**config.mk**
```make
export PLATFORM = sky130hd
export DESIGN_NAME = apb4_multi_slave_master
export DESIGN_NICKNAME = d
export VERILOG_FILES = /design/src/rtl/apb4_multi_slave_master.sv
export SDC_FILE = /design/constraint.sdc
export NUM_CORES = 1
export LEC_CHECK = 0
export CAP_MARGIN = 20
export CORE_AREA = 5 5 121 123
export DETAILED_ROUTE_END_ITERATION = 8
export DIE_AREA = 0 0 126 128
export HOLD_SLACK_MARGIN = 0.05
export PLACE_DENSITY = 0.83
export SYNTH_ARGS = -nofsm -noshare
export SYNTH_HDL_FRONTEND = slang
export SYNTH_SLANG_ARGS = --single-unit
```
**constraint.sdc**
```tcl
create_clock -name pclk -period 5 [get_ports pclk]
set_clock_uncertainty 0.2 [all_clocks]
set_input_delay 0.5 -clock pclk [delete_from_list [all_inputs] [get_ports pclk]]
set_output_delay 0.5 -clock pclk [all_outputs]
set_load 0.02 [all_outputs]
```
**src/rtl/apb4_multi_slave_master.sv**
```systemverilog
// APB4 requester: turns a valid/ready command into an APB4 transfer to one of NUM_SLAVES
// completers chosen by an address field, with decode-error and wait-state timeout paths.
module apb4_multi_slave_master #(
  parameter int unsigned ADDR_WIDTH = 32,
  parameter int unsigned DATA_WIDTH = 32,
  parameter int unsigned STRB_WIDTH = DATA_WIDTH / 8,
  parameter int unsigned NUM_SLAVES = 4,
  parameter int unsigned SEL_LSB    = 12,
  parameter int unsigned TIMEOUT    = 16
) (
  input  logic                             pclk,
  input  logic                             preset,
  input  logic                             cmd_valid,
  output logic                             cmd_ready,
  input  logic [ADDR_WIDTH-1:0]            cmd_addr,
  input  logic                             cmd_write,
  input  logic [DATA_WIDTH-1:0]            cmd_wdata,
  input  logic [STRB_WIDTH-1:0]            cmd_strb,
  output logic                             rsp_valid,
  input  logic                             rsp_ready,
  output logic [DATA_WIDTH-1:0]            rsp_rdata,
  output logic                             rsp_err,
  output logic                             rsp_timeout,
  output logic [ADDR_WIDTH-1:0]            paddr,
  output logic [NUM_SLAVES-1:0]            psel,
  output logic                             penable,
  output logic                             pwrite,
  output logic [DATA_WIDTH-1:0]            pwdata,
  output logic [STRB_WIDTH-1:0]            pstrb,
  input  logic [NUM_SLAVES*DATA_WIDTH-1:0] prdata,
  input  logic [NUM_SLAVES-1:0]            pready,
  input  logic [NUM_SLAVES-1:0]            pslverr
);

  localparam int unsigned IdxW = (NUM_SLAVES > 1) ? $clog2(NUM_SLAVES) : 1;
  localparam int unsigned CntW = (TIMEOUT > 0) ? $clog2(TIMEOUT + 1) : 1;

  typedef enum logic [1:0] {StIdle, StSetup, StAccess, StResp} state_e;

  state_e                state_q;
  logic [CntW-1:0]       wait_q;
  logic [IdxW-1:0]       cmd_idx;
  logic                  cmd_mapped;
  logic [NUM_SLAVES-1:0] cmd_sel;
  logic                  sel_ready;
  logic                  sel_err;
  logic [DATA_WIDTH-1:0] sel_rdata;
  logic                  timeout_hit;

  assign cmd_idx    = cmd_addr[SEL_LSB +: IdxW];
  assign cmd_mapped = 32'(cmd_idx) < NUM_SLAVES;
  assign cmd_ready  = (state_q == StIdle) && !preset;

  // psel holds the one-hot target during a transfer, so it doubles as the response mux select.
  always_comb begin
    cmd_sel   = '0;
    sel_rdata = '0;
    for (int unsigned i = 0; i < NUM_SLAVES; i++) begin
      cmd_sel[i] = (32'(cmd_idx) == i);
      if (psel[i]) begin
        sel_rdata = sel_rdata | prdata[i*DATA_WIDTH +: DATA_WIDTH];
      end
    end
  end

  assign sel_ready   = |(pready & psel);
  assign sel_err     = |(pslverr & psel);
  assign timeout_hit = (TIMEOUT != 0) && (wait_q == CntW'(TIMEOUT));

  always_ff @(posedge pclk) begin
    if (preset) begin
      state_q     <= StIdle;
      wait_q      <= '0;
      paddr       <= '0;
      psel        <= '0;
      penable     <= 1'b0;
      pwrite      <= 1'b0;
      pwdata      <= '0;
      pstrb       <= '0;
      rsp_valid   <= 1'b0;
      rsp_rdata   <= '0;
      rsp_err     <= 1'b0;
      rsp_timeout <= 1'b0;
    end else begin
      unique case (state_q)
        StIdle: begin
          if (cmd_valid) begin
            if (cmd_mapped) begin
              paddr   <= cmd_addr;
              pwrite  <= cmd_write;
              pwdata  <= cmd_wdata;
              pstrb   <= cmd_write ? cmd_strb : '0;
              psel    <= cmd_sel;
              wait_q  <= '0;
              state_q <= StSetup;
            end else begin
              rsp_valid   <= 1'b1;
              rsp_err     <= 1'b1;
              rsp_timeout <= 1'b0;
              rsp_rdata   <= '0;
              state_q     <= StResp;
            end
          end
        end
        StSetup: begin
          penable <= 1'b1;
          state_q <= StAccess;
        end
        StAccess: begin
          // A pready in the same cycle as the timeout wins.
          if (sel_ready) begin
            psel        <= '0;
            penable     <= 1'b0;
            pstrb       <= '0;
            rsp_valid   <= 1'b1;
            rsp_err     <= sel_err;
            rsp_timeout <= 1'b0;
            rsp_rdata   <= (pwrite || sel_err) ? '0 : sel_rdata;
            state_q     <= StResp;
          end else if (timeout_hit) begin
            psel        <= '0;
            penable     <= 1'b0;
            pstrb       <= '0;
            rsp_valid   <= 1'b1;
            rsp_err     <= 1'b1;
            rsp_timeout <= 1'b1;
            rsp_rdata   <= '0;
            state_q     <= StResp;
          end else begin
            wait_q <= wait_q + CntW'(1);
          end
        end
        StResp: begin
          if (rsp_ready) begin
            rsp_valid <= 1'b0;
            state_q   <= StIdle;
          end
        end
        default: state_q <= StIdle;
      endcase
    end
  end

  psel_onehot_a: assert property (@(posedge pclk) disable iff (preset)
    !$isunknown(psel) && $onehot0(psel));

endmodule

```
==> results of run 1 <==
[kinds of logic after synthesis]
kind of cell | count (synthesis) | share of synthesized area (%)
compound gates | 198 | 29.5
simple gates | 178 | 15.9
buf+inv | 56 | 4.84
fa+ha+maj | 5 | 1.29
flops | 116 | 48.0
mux | 2 | 0.440
[through the flow]
step	cell area, um^2	worst slack (ns)
2_1_floorplan	4840	3.10
3_3_place_gp	8110	2.32
3_5_place_dp	8110	2.32
4_1_cts	8750	2.14
5_1_grt	8750	2.05
6_report	8750	2.15
[flip-flops by register name, summed over array words and instances, names as in the netlist, 2 cells and up]
name / count
rsp_rdata: 32
pwdata: 32
wait_q: 5
paddr: 32
pstrb: 4
psel: 4
state_q: 2
[layout make-up]
type / count / area, um^2
fill: 1111 / 4810
timing repair buffer: 327 / 3250
sequential: 116 / 2320
multi-input combinational: 383 / 2290
clock buffer: 22 / 494
tap: 180 / 225
clock inverter: 9 / 149
inverter: 7 / 26.3
[report_power, final]
part | switching (mW) | internal, mW
logic | 0.581 | 0.502
registers | 0.0708 | 1.04
clock network | 0.408 | 0.894
[layer usage]
metal	GRT usage, %	routed length [um]
met4	8.64	473
met5	0	0
met3	9.38	1890
met1	26.3	7570
met2	38.0	9060
[critical path, stage by stage, from the launching register on]
cell	delay, ns
dfxtp_1	0.68
buf_4	0.39
clkdlybuf4s50_1	0.66
[cell usage in the layout, fill, tap and decap left out, types with 2 or more instances in the layout]
cell type | synthesis | layout
clkdlybuf4s50_1 | 0 | 317
nand2_1 | 140 | 139
dfxtp_1 | 116 | 116
a21oi_1 | 81 | 81
a22o_1 | 35 | 35
a221oi_1 | 32 | 32
o2bb2ai_1 | 31 | 31
clkbuf_16 | 0 | 17
nand4_1 | 10 | 10
buf_4 | 1 | 9
inv_1 | 7 | 7
o21ai_0 | 6 | 6
nor2_1 | 6 | 5
ha_1 | 5 | 5
clkbuf_8 | 0 | 5
clkinv_2 | 0 | 4
bufinv_16 | 0 | 4
nand2b_1 | 3 | 3
or3_1 | 3 | 3
nor2b_1 | 2 | 2
a22oi_2 | 2 | 2
a22oi_1 | 2 | 2
nand3_1 | 2 | 2
o211ai_1 | 2 | 2
or4_1 | 2 | 2
nor4b_1 | 2 | 2
[path summary, 6_finish.rpt]
path	endpoint	from	slack, ns
worst max-delay path	psel[0]	psel[0]	2.15
worst min-delay path	pstrb[3]	pstrb[3]	0.25
worst max register to register	rsp_rdata[12]	state_q[0]	2.42
worst min register to register	pstrb[3]	pstrb[3]	0.25
==> results.py, run 1 <==
metrics = {
    "status": {
        "status": "completed",
    },
    "timing": {
        "drv_slew": 0,
        "fin_crit_sh_pct": 57.1,
        "setup_tns_ns": 0,
        "rsz0062_at_grt": "no",
        "tightest_slew_ns": 1.06,
        "fin_crit_ns": 2.85,
        "finalHoldViolations": 0,
        "relSlewSlack_pct": 29.5,
        "whs_ns": 0.247,
        "fmax_mhz": 351,
        "finalSetupViolCount": 0,
    },
    "floorplanning": {
        "io_pins": 319,
        "die_w_um": 126,
        "start_util_pct": 35.7,
        "std_cell_rows": 43,
        "dieArea_um2": 16100,
        "core_um2": 13600,
        "die_y_um": 128,
    },
    "clocking": {
        "hold_buffers": 0,
        "cts_setup_buffers": 0,
        "cts_root_buffer": "clkbuf_16",
        "cts_max_level": 4,
        "cts_tree": "built",
        "numClockSinks": 116,
        "cts-resized-gates": 0,
        "insertion_delay_ns": 0.40,
        "cts_buffers": 17,
        "clk_path_buf_depth": 2,
        "path_clk_slew_ns": 0.05,
    },
    "logic_synthesis": {
        "ys_types": 42,
        "ys_ff_latch": 116,
        "async_flop_share_pct": 0,
        "synth.top_cell.area_share_pct": 48.0,
        "synth_edf_count": 0,
        "yosysTopAreaCell": "dfxtp_1",
        "synth_area_um2": 4840,
        "seq_area_frac_synth_pct": 48.0,
        "synth_most_common_cell": "nand2_1",
        "yosys-top-cells-count": "140 x nand2_1, 116 x dfxtp_1, 81 x a21oi_1",
        "syn-num-nets": 769,
        "netlist_instances": 555,
        "ys_warn_count": 0,
        "synthTopCellsByArea": "dfxtp_1 48%, nand2_1 11%, a21oi_1 8.4%",
        "ys.flop_type": "dfxtp_1",
        "syn_avg_cell_area_um2": 8.71,
    },
    "place": {
        "dp_hpwl_um": 14100,
        "gp_routability_congestion": 0.853,
        "portBuffers": 318,
        "post-place-cells": 1013,
    },
    "global_routing": {
        "antenna_found_initial": 0,
        "grt_pass1_vias": 5376,
        "grt_start_max_net_pins": 66,
        "grt_usage_pct": 22.8,
        "grt_pass1_wl_um": 29100,
        "grt-ovfl-total": 0,
    },
    "power": {
        "p_per_area_nw_per_um2": 399,
        "power_mw": 3.49,
        "leakagePower_nw": 3.13,
        "peakVddDrop_mv": 0.278,
    },
    "finish": {
        "drive_above_1_share_pct": 5.90,
        "n_antenna_cell": 0,
        "final_cell_count_no_fill": 1044,
        "fin_util_pct": 64.5,
        "syn2layout_area_growth_pct": 80.9,
        "nNetsFinal": 1066,
    },
    "critical_path": {
        "crit_required_ns": 4.30,
        "r2r.worst_path.cells": 7,
        "crit_path_max_fanout": 23,
        "worst-setup-path-type": "register to primary output",
        "arrival_ns": 2.15,
        "worst_setup_path_end_kind": "primary output",
        "worst_setup_path_start_kind": "register",
    },
    "run": {
        "cap_violations": 0,
    },
    "min_path": {
        "hold_depth": 2,
        "hold_class": "register to register",
    },
    "detailed_routing": {
        "drt_wl_total_um": 19000,
        "drtAntennaViolNets": 0,
        "drc": 0,
        "wire_per_inst_um": 18.2,
        "drt-initial-drc-count": 231,
        "dr.pass1.iters": 6,
        "vias_per_cell": 5.15,
        "vias": 5375,
    },
}
No activity file was read; power rests on OpenSTA's default activity.
==> inputs of run 2 (changes only) <==
--- a/config.mk
+++ b/config.mk
@@ -6,9 +6,9 @@
 export NUM_CORES = 1
 export LEC_CHECK = 0
 export CAP_MARGIN = 20
-export CORE_AREA = 5 5 121 123
+export CORE_MARGIN = 5
+export CORE_UTILIZATION = 36
 export DETAILED_ROUTE_END_ITERATION = 8
-export DIE_AREA = 0 0 126 128
 export HOLD_SLACK_MARGIN = 0.05
 export PLACE_DENSITY = 0.83
 export SYNTH_ARGS = -nofsm -noshare
==> constraint.sdc (replaced) <==
create_clock -name pclk -period 3 [get_ports pclk]
set_clock_uncertainty 0.2 [all_clocks]
set_input_delay 0.3 -clock pclk [delete_from_list [all_inputs] [get_ports pclk]]
set_output_delay 0.3 -clock pclk [all_outputs]
set_load 0.02 [all_outputs]
==> run 2 against run 1 <==
  * Die area is 1.7% lower
  * Final cell count hardly changed
  * Worst setup slack worse by 1.5 ns
  * Hold slack worse by 0.015 ns
  * First-iteration DRC count is 19% higher
  * Sequential cell count stayed put
  * Clock-buffer cell count is 1 higher
  * Register-to-register slack worse by 1.8 ns
  * Critical path depth is 2 higher
  * Largest cell class unchanged
  * Largest power group unchanged
==> results.py, run 2 (synthesis gave the netlist of run 1 again) <==
metrics = {
    "status": {
        "status": "completed",
    },
    "clocking": {
        "cts_tree": "built",
        "insertion_delay_ns": 0.41,
        "numClockSinks": 116,
        "cts_root_buffer": "clkbuf_16",
        "cts_setup_buffers": 0,
        "cts_buffers": 17,
        "cts_max_level": 4,
        "clk_path_buf_depth": 2,
        "path_clk_slew_ns": 0.05,
    },
    "power": {
        "p_per_area_nw_per_um2": 655,
        "leakagePower_nw": 3.11,
        "power_mw": 5.74,
        "peakVddDrop_mv": 0.389,
    },
    "floorplanning": {
        "die_y_um": 126,
        "io_pins": 319,
        "core_um2": 13200,
        "die_w_um": 126,
        "start_util_pct": 36.7,
        "std_cell_rows": 42,
        "dieArea_um2": 15900,
    },
    "global_routing": {
        "grt_usage_pct": 23.3,
        "antenna_found_initial": 0,
        "grt_start_max_net_pins": 72,
        "grt-ovfl-total": 0,
        "grt_pass1_wl_um": 29200,
        "grt_pass1_vias": 5322,
    },
    "finish": {
        "mostFrequentLayoutCells": "317 x clkdlybuf4s50_1, 139 x nand2_1, 116 x dfxtp_1, 81 x a21oi_1, 35 x a22o_1",
        "fin_area_um2": 8750,
        "n_antenna_cell": 0,
        "syn2layout_area_growth_pct": 81.0,
        "drive_above_1_share_pct": 5.77,
        "reg_top3": "paddr (32), pwdata (32), rsp_rdata (32)",
        "nNetsFinal": 1069,
        "fin_util_pct": 66.4,
        "mostFrequentLayoutCell": "clkdlybuf4s50_1",
        "nFillCells": 1073,
    },
    "place": {
        "dp_hpwl_um": 14400,
        "gp_routability_congestion": 0.888,
        "place_area_um2": 8140,
        "portBuffers": 318,
    },
    "critical_path": {
        "endpoint": "cmd_ready",
        "worst_setup_path_start_kind": "register",
        "r2r.worst_path.cells": 7,
        "r2r_setup_slack_ns": 0.67,
        "crit_path_max_fanout": 6,
        "r2r_start": "state_q[0]",
        "worst_setup_path_end_kind": "primary output",
        "arrival_ns": 1.86,
        "rr_endpoint": "rsp_rdata[5]",
        "crit_required_ns": 2.50,
        "worst-setup-path-type": "register to primary output",
        "setup.worst_path.start": "state_q[0]",
    },
    "detailed_routing": {
        "drt_wl_total_um": 19200,
        "drc": 0,
        "wire_per_inst_um": 18.5,
        "vias": 5445,
        "vias_per_cell": 5.22,
        "drt-initial-drc-count": 276,
        "drtAntennaViolNets": 0,
        "dr.pass1.iters": 5,
    },
    "timing": {
        "setup_tns_ns": 0,
        "whs_ns": 0.232,
        "relSlewSlack_pct": 59.1,
        "fin_crit_sh_pct": 78.7,
        "fmax_mhz": 424,
        "rsz0062_at_grt": "no",
        "tightest_slew_ns": 0.612,
        "drv_slew": 0,
        "fin_crit_ns": 2.36,
        "finalSetupViolCount": 0,
        "finalHoldViolations": 0,
    },
    "run": {
        "cap_violations": 0,
    },
    "min_path": {
        "hold_class": "primary input to register",
    },
}
[run 2: cell count changes in the layout (fill, tap and decap cells not counted), sizes merged]
cell / delta
bufinv: -1
buf: +2
clkinv: -4
clkinvlp: +4
dlygate4sd3: +1
clkbuf: +1
[run 2: metrics by stage]
step                setup WS, ns  cells
global route               0.515   1043
CTS                        0.617   1043
finish                     0.639   1043
global placement           0.775   1011
floorplan                   1.10    555
detailed placement         0.773   1011
[run 2: final cells by class]
| cell class | instances | area, um^2 | share of cell area [%] |
|---|---|---|---|
| tap | 176 | 220 | 2.52 |
| clock buffer | 23 | 478 | 5.46 |
| clock inverter | 8 | 125 | 1.43 |
| inverter | 7 | 26.3 | 0.300 |
| sequential | 116 | 2320 | 26.5 |
| multi-input combinational | 383 | 2290 | 26.1 |
| timing repair buffer | 330 | 3300 | 37.7 |
[run 2: worst min-delay path by stage]
stage / endpoint / startpoint / slack (ns) / depth (start not counted)
2_1_floorplan: paddr[0] / cmd_addr[0] / 0.24 / 2
3_3_place_gp: paddr[6] / paddr[6] / 0.24 / 2
3_5_place_dp: rsp_rdata[25] / rsp_rdata[25] / 0.25 / 1
4_1_cts: paddr[6] / cmd_addr[6] / 0.22 / 3
5_1_grt: paddr[3] / cmd_addr[3] / 0.23 / 3
6_report: paddr[19] / cmd_addr[19] / 0.23 / 3
[run 2: repair_timing]
item                       CTS  global route
hold buffers                 1             0
hold endpoints to repair     8             0
gates resized for setup      0             0
setup endpoints to repair    0             0
[run 2: worst max-delay path, stage by stage, from the launching register on]
cell	delay, ns
dfxtp_1	0.31
inv_1	0.09
ha_1	0.28
nor2b_1	0.16
clkdlybuf4s50_1	0.60
[run 2: report_power, final]
part / switching [mW] / internal [mW]
clock: 0.685 / 1.36
combinational: 0.991 / 0.871
sequential: 0.0976 / 1.73
[run 2: per-layer routing]
metal	track usage, %	part of all wire (%)
met5	0	0
met4	9.97	3.1
met3	10.2	10
met2	39.4	48
met1	25.5	38
